`src/rtl/video_clock_ctrl.sv`:
```
// video_clock_ctrl
//    Pixel-domain clock/reset manager sitting behind the rPLL pixel-clock
//    wrapper. PLOCK is synchronised into PCLK and must stay high for a
//    qualification interval. A synchronous reset is then held for RST_HOLD
//    cycles before the block enters RUN. Lock losses from RUN are counted.
//    NUM_CH programmable clock-enable strobes are derived from PCLK and
//    phase-aligned on the first RUN cycle.
//
// Ports
//    PCLK      in   pixel clock, all logic on rising edge
//    RESET     in   synchronous active-high reset
//    PLOCK     in   PLL lock flag (asynchronous to PCLK)
//    DIV       in   per-channel divisor, channel i at [i*DIV_W +: DIV_W]
//    PRESET    out  synchronous active-high reset to the pixel domain
//    READY     out  high while in RUN
//    PCE       out  per-channel single-cycle clock-enable strobes
//    LOSS_CNT  out  saturating count of lock losses from RUN
//    PLL_RST   out  PLL reset request (timeout feature only, else 0)
//
// Build option
//    VCC_LOCK_TIMEOUT_EN : when defined, a stuck WAIT_LOCK pulses PLL_RST for
//    RST_HOLD cycles every TIMEOUT cycles until lock is seen.

module video_clock_ctrl #(
   parameter int unsigned SYNC_STAGES = 2,
   parameter int unsigned LOCK_STABLE = 1024,
   parameter int unsigned RST_HOLD    = 16,
   parameter int unsigned NUM_CH      = 2,
   parameter int unsigned DIV_W       = 8,
   parameter int unsigned CNT_W       = 8,
   parameter int unsigned TIMEOUT     = 65536
) (
   input  logic                      PCLK,
   input  logic                      RESET,
   input  logic                      PLOCK,
   input  logic [NUM_CH*DIV_W-1:0]   DIV,
   output logic                      PRESET,
   output logic                      READY,
   output logic [NUM_CH-1:0]         PCE,
   output logic [CNT_W-1:0]          LOSS_CNT,
   output logic                      PLL_RST
);

   typedef enum logic [1:0] {WAIT_LOCK, STABLE, HOLD, RUN} state_t;

   localparam int unsigned QMAX = (LOCK_STABLE > RST_HOLD) ? LOCK_STABLE : RST_HOLD;
   localparam int unsigned QW   = $clog2(QMAX) + 1;

   state_t              state;
   state_t              state_nx;
   logic [QW-1:0]       qcnt;
   logic [QW-1:0]       qcnt_nx;
   logic                preset_nx;
   logic                ready_nx;
   logic [CNT_W-1:0]    loss_nx;

   logic [SYNC_STAGES-1:0] sync;
   logic                   lock_s;

   logic [DIV_W-1:0]    cnt  [NUM_CH];
   logic [DIV_W-1:0]    dlat [NUM_CH];

   // PLOCK synchroniser
   always_ff @(posedge PCLK) begin
      if (RESET) sync <= '0;
      else       sync <= {sync[SYNC_STAGES-2:0], PLOCK};
   end

   assign lock_s = sync[SYNC_STAGES-1];

   // state register; outputs are registered from the next state
   always_ff @(posedge PCLK) begin
      if (RESET) begin
         state    <= WAIT_LOCK;
         qcnt     <= '0;
         PRESET   <= 1'b1;
         READY    <= 1'b0;
         LOSS_CNT <= '0;
      end else begin
         state    <= state_nx;
         qcnt     <= qcnt_nx;
         PRESET   <= preset_nx;
         READY    <= ready_nx;
         LOSS_CNT <= loss_nx;
      end
   end

   // next-state logic; the shared qualification counter restarts on every
   // state change so STABLE and HOLD each count from zero
   always_comb begin
      state_nx = state;
      qcnt_nx  = qcnt;
      case (state)
         WAIT_LOCK: begin
            qcnt_nx = '0;
            if (lock_s) state_nx = STABLE;
         end
         STABLE: begin
            if (!lock_s) begin
               state_nx = WAIT_LOCK;
               qcnt_nx  = '0;
            end else if (qcnt == QW'(LOCK_STABLE - 1)) begin
               state_nx = HOLD;
               qcnt_nx  = '0;
            end else begin
               qcnt_nx  = qcnt + QW'(1);
            end
         end
         HOLD: begin
            if (!lock_s) begin
               state_nx = WAIT_LOCK;
               qcnt_nx  = '0;
            end else if (qcnt == QW'(RST_HOLD - 1)) begin
               state_nx = RUN;
               qcnt_nx  = '0;
            end else begin
               qcnt_nx  = qcnt + QW'(1);
            end
         end
         RUN: begin
            qcnt_nx = '0;
            if (!lock_s) state_nx = WAIT_LOCK;
         end
         default: begin
            state_nx = WAIT_LOCK;
            qcnt_nx  = '0;
         end
      endcase
   end

   // output logic
   always_comb begin
      preset_nx = (state_nx != RUN);
      ready_nx  = (state_nx == RUN);
      loss_nx   = LOSS_CNT;
      if (state == RUN && !lock_s && LOSS_CNT != '1)
         loss_nx = LOSS_CNT + CNT_W'(1);
   end

   // Clock-enable channels. The divisor is only sampled on the strobe cycle,
   // so a DIV change lands at the next period boundary. A divisor of 0 or 1
   // keeps the counter parked at 0, giving a strobe every cycle.
   always_ff @(posedge PCLK) begin
      for (int unsigned i = 0; i < NUM_CH; i++) begin
         if (RESET || PRESET) begin
            cnt[i]  <= '0;
            dlat[i] <= '0;
         end else if (cnt[i] == '0) begin
            dlat[i] <= DIV[i*DIV_W +: DIV_W];
            cnt[i]  <= (DIV[i*DIV_W +: DIV_W] > DIV_W'(1)) ? DIV_W'(1) : '0;
         end else if (cnt[i] == dlat[i] - DIV_W'(1)) begin
            cnt[i]  <= '0;
         end else begin
            cnt[i]  <= cnt[i] + DIV_W'(1);
         end
      end
   end

   always_comb begin
      PCE = '0;
      for (int unsigned i = 0; i < NUM_CH; i++)
         PCE[i] = !PRESET && (cnt[i] == '0);
   end

`ifdef VCC_LOCK_TIMEOUT_EN
   localparam int unsigned TW = $clog2(TIMEOUT) + 1;
   localparam int unsigned HW = $clog2(RST_HOLD + 1);

   logic [TW-1:0] to_cnt;
   logic [HW-1:0] pulse_cnt;

   // timeout only advances while WAIT_LOCK persists; any exit clears it
   always_ff @(posedge PCLK) begin
      if (RESET || state != WAIT_LOCK || state_nx != WAIT_LOCK) begin
         to_cnt    <= '0;
         pulse_cnt <= '0;
      end else if (to_cnt == TW'(TIMEOUT - 1)) begin
         to_cnt    <= '0;
         pulse_cnt <= HW'(RST_HOLD);
      end else begin
         to_cnt    <= to_cnt + TW'(1);
         if (pulse_cnt != '0) pulse_cnt <= pulse_cnt - HW'(1);
      end
   end

   assign PLL_RST = (pulse_cnt != '0);
`else
   // TIMEOUT only matters with the timeout feature; keep it referenced
   logic unused_timeout;
   assign unused_timeout = (TIMEOUT != 0);
   assign PLL_RST        = 1'b0;
`endif

endmodule
```
`config.mk`:
```
export PLATFORM = sky130hd
export DESIGN_NAME = video_clock_ctrl
export DESIGN_NICKNAME = d
export VERILOG_FILES = /design/src/rtl/video_clock_ctrl.sv
export SDC_FILE = /design/constraint.sdc
export NUM_CORES = 1
export LEC_CHECK = 0
export CAP_MARGIN = 20
export CORE_UTILIZATION = 48
export CTS_BUF_LIST = sky130_fd_sc_hd__clkbuf_8
export CTS_CLUSTER_DIAMETER = 150
export DETAILED_ROUTE_END_ITERATION = 16
export PLACE_DENSITY = 0.73
export SLEW_MARGIN = 5
export SYNTH_ARGS = -nofsm -noshare
export SYNTH_HDL_FRONTEND = slang
export SYNTH_SLANG_ARGS = --single-unit
```
`constraint.sdc`:
```
create_clock -name PCLK -period 4.9 [get_ports PCLK]
set_input_delay 0.49 -clock PCLK [delete_from_list [all_inputs] [get_ports PCLK]]
set_output_delay 0.49 -clock PCLK [all_outputs]
set_load 0.005 [all_outputs]
```
== Yosys cells after proc, flatten, opt, wreduce, memory -nomap -nowiden ==
Memory sizes are Yosys's and may differ from the RTL's.
Cells that the tools add are included.

* Register bits: 25
* Bits in writable memories: 32
* Bits of input ports: 19
* Output and inout port bits: 13
* Word-level logic and storage cells: 91
* Memories: 2

{| class="wikitable"
|+ Memory list
! name !! depth !! width !! rd ports !! clocked after memory_dff !! wr ports !! RTL line !! RTL
|-
| cnt || 2 || 8 || 2 || 0 || 2 || 60 || <nowiki>logic [DIV_W-1:0] cnt [NUM_CH];</nowiki>
|-
| dlat || 2 || 8 || 2 || 0 || 2 || 61 || <nowiki>logic [DIV_W-1:0] dlat [NUM_CH];</nowiki>
|}

* Add/subtract/negate cells: 6
* $lt $le $gt $ge: 2
* Eq/ne operators: 10
* Muxes and demuxes: 46
* Bitwise operators: 8
* Reductions and logical operators: 11

{| class="wikitable"
|+ Operators by type and width
! operator !! count
|-
| two-way mux 8 bit || 8
|-
| two-way mux 11 bit || 4
|-
| one-hot mux 11 bit (3 select lines) || 1
|-
| two-way mux 1 bit || 26
|-
| adder 8 x 1 -> 8 bit, second input constant || 3
|-
| equality test 8 bit || 2
|-
| greater-than comparator 8 x 1 -> 1 bit, second input constant || 2
|-
| zero test 8 bit || 2
|-
| subtractor 8 x 1 -> 8 bit, second input constant || 2
|-
| two-way mux 2 bit || 6
|-
| adder 11 x 1 -> 11 bit, second input constant || 1
|-
| equality test 11 x 10 -> 1 bit, second input constant || 1
|-
| equality test 11 x 4 -> 1 bit, second input constant || 1
|-
| != test 8 bit, second input constant || 1
|-
| bitwise OR 1 bit || 8
|-
| one-hot mux 2 bit (4 select lines) || 1
|-
| equality test 2 bit, second input constant || 3
|-
| logical AND 1 bit || 4
|-
| equality test 2 x 1 -> 1 bit, second input constant || 1
|-
| zero test 1 bit || 2
|-
| zero test 2 bit || 1
|-
| != test 2 bit, second input constant || 1
|-
| OR reduction 2 bit || 1
|-
| logical OR 1 bit || 1
|}

== Depth between registers and ports, before layout ==
An unclocked memory read counts as a cell.

* Depth after elaboration: 9
* Gate-level depth with buffers: 7
* Mapped depth without buffers: 7

== Least setup slack after synthesis ==
Ideal clock, no wire load.

* Path kind: flip-flop to flip-flop
* Start: memory dlat[0][0]
* End: memory cnt[0][2] (data pin)
* Library setup time: 277 ps
* Data arrival time: 1821 ps
* Required time: 4623 ps
* Setup slack: 2803 ps
* Cell stages (with the launch flop): 6
* Path buffers: 0
* Clock period less this slack: 2097 ps
* Cells stage by stage: edfxtp_1 or4_4 nor4_4 a211oi_2 a211oi_2 nor3_1

{| class="wikitable"
|+ RTL lines
! element !! RTL line
|-
| start, declared || 61
|-
| end, declared || 60
|}

==> results.toml <==
[clocking]
cts_tree = "yes"
max-clock-path-buffers = 2
clkTransAtPathRegs_ns = 0.06
clk_latency_ns = 0.33
cts_max_level = 3
cts_root_buf = "clkbuf_8"
hold_buffers = 0
cts_made_buffers = 9
clkSinkCount = 57
postCtsResizedCells = 0
post-cts-setup-buffers = 0

[layout]
final_cells = 437
drive_above_1_share_pct = 6.63
syn_to_final_growth_pct = 19.9
n_antenna_cell = 0
final_core_util_pct = 60.5
fin_area_mm2 = 0.00365
final_nets = 384

[sta]
max_slew_margin_pct = 49.5
skew_ns = 0.00908
tightest_slew_ns = 0.751
finalCritPeriodShare_pct = 53.8
max_freq_ghz = 0.380
setup_viol = 0
rsz0062_at_grt = "false"
post-route-min-period_ns = 2.64
fin_setup_tns_ns = 0
final-max-slew-violation-count = 0
hold_viol_final = 0

[worst_setup_path]
cp_top_family = "buffers and inverters"
crit_start = "cnt[1][0]$_SDFFCE_PN0P_"
worstPathRequired_ns = 4.41
reg2regPathDepth = 5
crit_path_start_kind = "flip-flop"
crit_type = "flip-flop to primary output"
r2r-start = "dlat[0][0]$_SDFFCE_PN0P_"
crit_path_cell_trace = "inv_1 -> ha_1 -> nor4b_1 -> nand2_1 -> nor2_1 -> clkdlybuf4s50_1"
critPathCaptureType = "primary output"
critPathMaxFanout = 6
cp.buffers_inverters = 2
r2r_setup_slack_ns = 2.59
crit_arrival_ns = 2.15
crit_slowest_cell = "clkdlybuf4s50_1"
r2r_end = "cnt[0][5]$_SDFFCE_PN0P_"
cpPeakStageDelay_ns = 0.52

[synth]
synth_top_area_share_pct = 31.6
syn_avg_cell_area_um2 = 9.91
synthFlopType = "edfxtp_1"
syn-cell-area_mm2 = 0.00304
ys_ff_latch = 57
synth.area.top_cells = "edfxtp_1 32%, dfxtp_1 16%, xnor2_1 7.8%"
ys_async_sr_fraction_pct = 0
synth_edf_count = 32
synth.most_common_cell = "nor2_1"
synth_warnings = 0
ys_seq_area_share_pct = 48.0
syn_inst = 307
synthTopCellsByCount = "38 x nor2_1, 32 x edfxtp_1, 27 x xnor2_1"
post_synth_num_cell_types = 50
yosysTopAreaCell = "edfxtp_1"

[run]
drv_cap = 0

[global_route]
grt_max_degree = 17
grt_use_total_pct = 18.3
antenna_found_initial = 0
grt_pass1_wl_mm = 8.96
gr-total-overflow = 0
grt_pass1_vias = 2003

[worst_hold_path]
holdPathStages = 1
worstHoldPathType = "flip-flop to flip-flop"
holdPathEnd = "sync[1]$_SDFF_PP0_"
hp-start = "sync[0]$_SDFF_PP0_"

[floorplanning]
fp.dieH_um = 81.6
row_count = 28
ios = 32
die_x_um = 81.6
start_util_pct = 50.5
core_area_mm2 = 0.00603
fp.dieArea_mm2 = 0.00666

[pwr]
total_power_uw = 959
ir_drop_v = 0.000184
p_per_area_mw_per_mm2 = 263
p_leak_nw = 1.30

[drt]
vias_per_cell = 5.08
drtAntennaViolNets = 0
wl_per_cell_um = 12.5
first_pass_iters = 5
drt_iter0_drc = 115
dr_total_vias = 2222
drc_errors = 0
routed_wl_mm = 5.47

[placed_design]
placed_area_mm2 = 0.00347
io_buffers = 30
dp_cells = 421
hpwl_mm = 3.97
place_congestion = 0.806

[run_status]
status = "complete, no violations"
==> metal layers <==
metal | vias up | routed length, µm | track usage, %
met5 | - | 0 | 0
met4 | 0 | 97 | 8.42
met3 | 7 | 147 | 4.67
met2 | 28 | 2620 | 29.6
met1 | 1024 | 2610 | 23.0
li1 | 1163 | - | -
==> stage by stage <==
step / setup slack, ns / hold WS [ns]
CTS: 2.22 / 0.446
global route: 2.11 / 0.463
floorplan: 2.80 / 0.414
global placement: 2.45 / 0.418
detailed placement: 2.40 / 0.431
finish: 2.26 / 0.440
==> layout by cell type (no fill, tap or decap), types with 4 or more instances in the layout <==
cell type	Yosys	routed
a21oi_1	4	4
and2_1	20	20
and3_1	4	4
clkbuf_8	0	12
clkdlybuf4s50_1	0	30
conb_1	2	17
dfxtp_1	25	25
edfxtp_1	32	32
ha_1	8	8
inv_1	16	17
nand2_1	13	13
nand2b_1	6	6
nand3_1	15	15
nor2_1	38	38
nor2b_1	4	4
nor3_1	26	26
xnor2_1	27	27
xor2_1	16	16
==> state kept, by name, indices dropped and copies added (netlist names) <==
signal / count
state: 2
LOSS_CNT: 8
dlat: 16
PRESET: 1
sync: 2
qcnt: 11
cnt: 16
READY: 1
==> worst max path at each step <==
| stage | endpoint | slack, ns | depth (start not counted) |
|---|---|---|---|
| after floorplan | cnt[0][2]$_SDFFCE_PN0P_ | 2.80 | 5 |
| after global placement | cnt[1][0]$_SDFFCE_PN0P_ | 2.45 | 5 |
| after detailed placement | cnt[1][0]$_SDFFCE_PN0P_ | 2.40 | 5 |
| after CTS | PCE[1] | 2.22 | 6 |
| after global routing | PCE[1] | 2.11 | 6 |
| final | PCE[1] | 2.26 | 6 |
==> layout make-up <==
type                            count  area (µm²)
Fill cell                         521        2380
Inverter                           17        63.8
Clock buffer                       12         165
Clock inverter                      4        17.5
Sequential cell                    57        1460
Multi-Input combinational cell    242        1550
Tap cell                           75        93.8
Timing Repair Buffer               30         300
==> cell families after synthesis <==
family                   count (synthesis)  synth area share [%]
buffers and inverters                   23                  3.00
XOR/XNOR                                43                  12.4
flip-flops                              57                  48.0
AO/OA/AOI/OAI                           25                  6.50
other                                    2                 0.247
adder cells (fa/ha/maj)                  8                  3.29
AND/OR/NAND/NOR                        148                  26.2
multiplexers                             1                 0.329
==> report_power, final <==
group          leakage [nW]  switching [mW]  internal, mW
Clock                 0.101           0.174         0.219
Combinational         0.644          0.0176        0.0268
Sequential            0.554          0.0122         0.510
(Power assumes the default switching activity.)
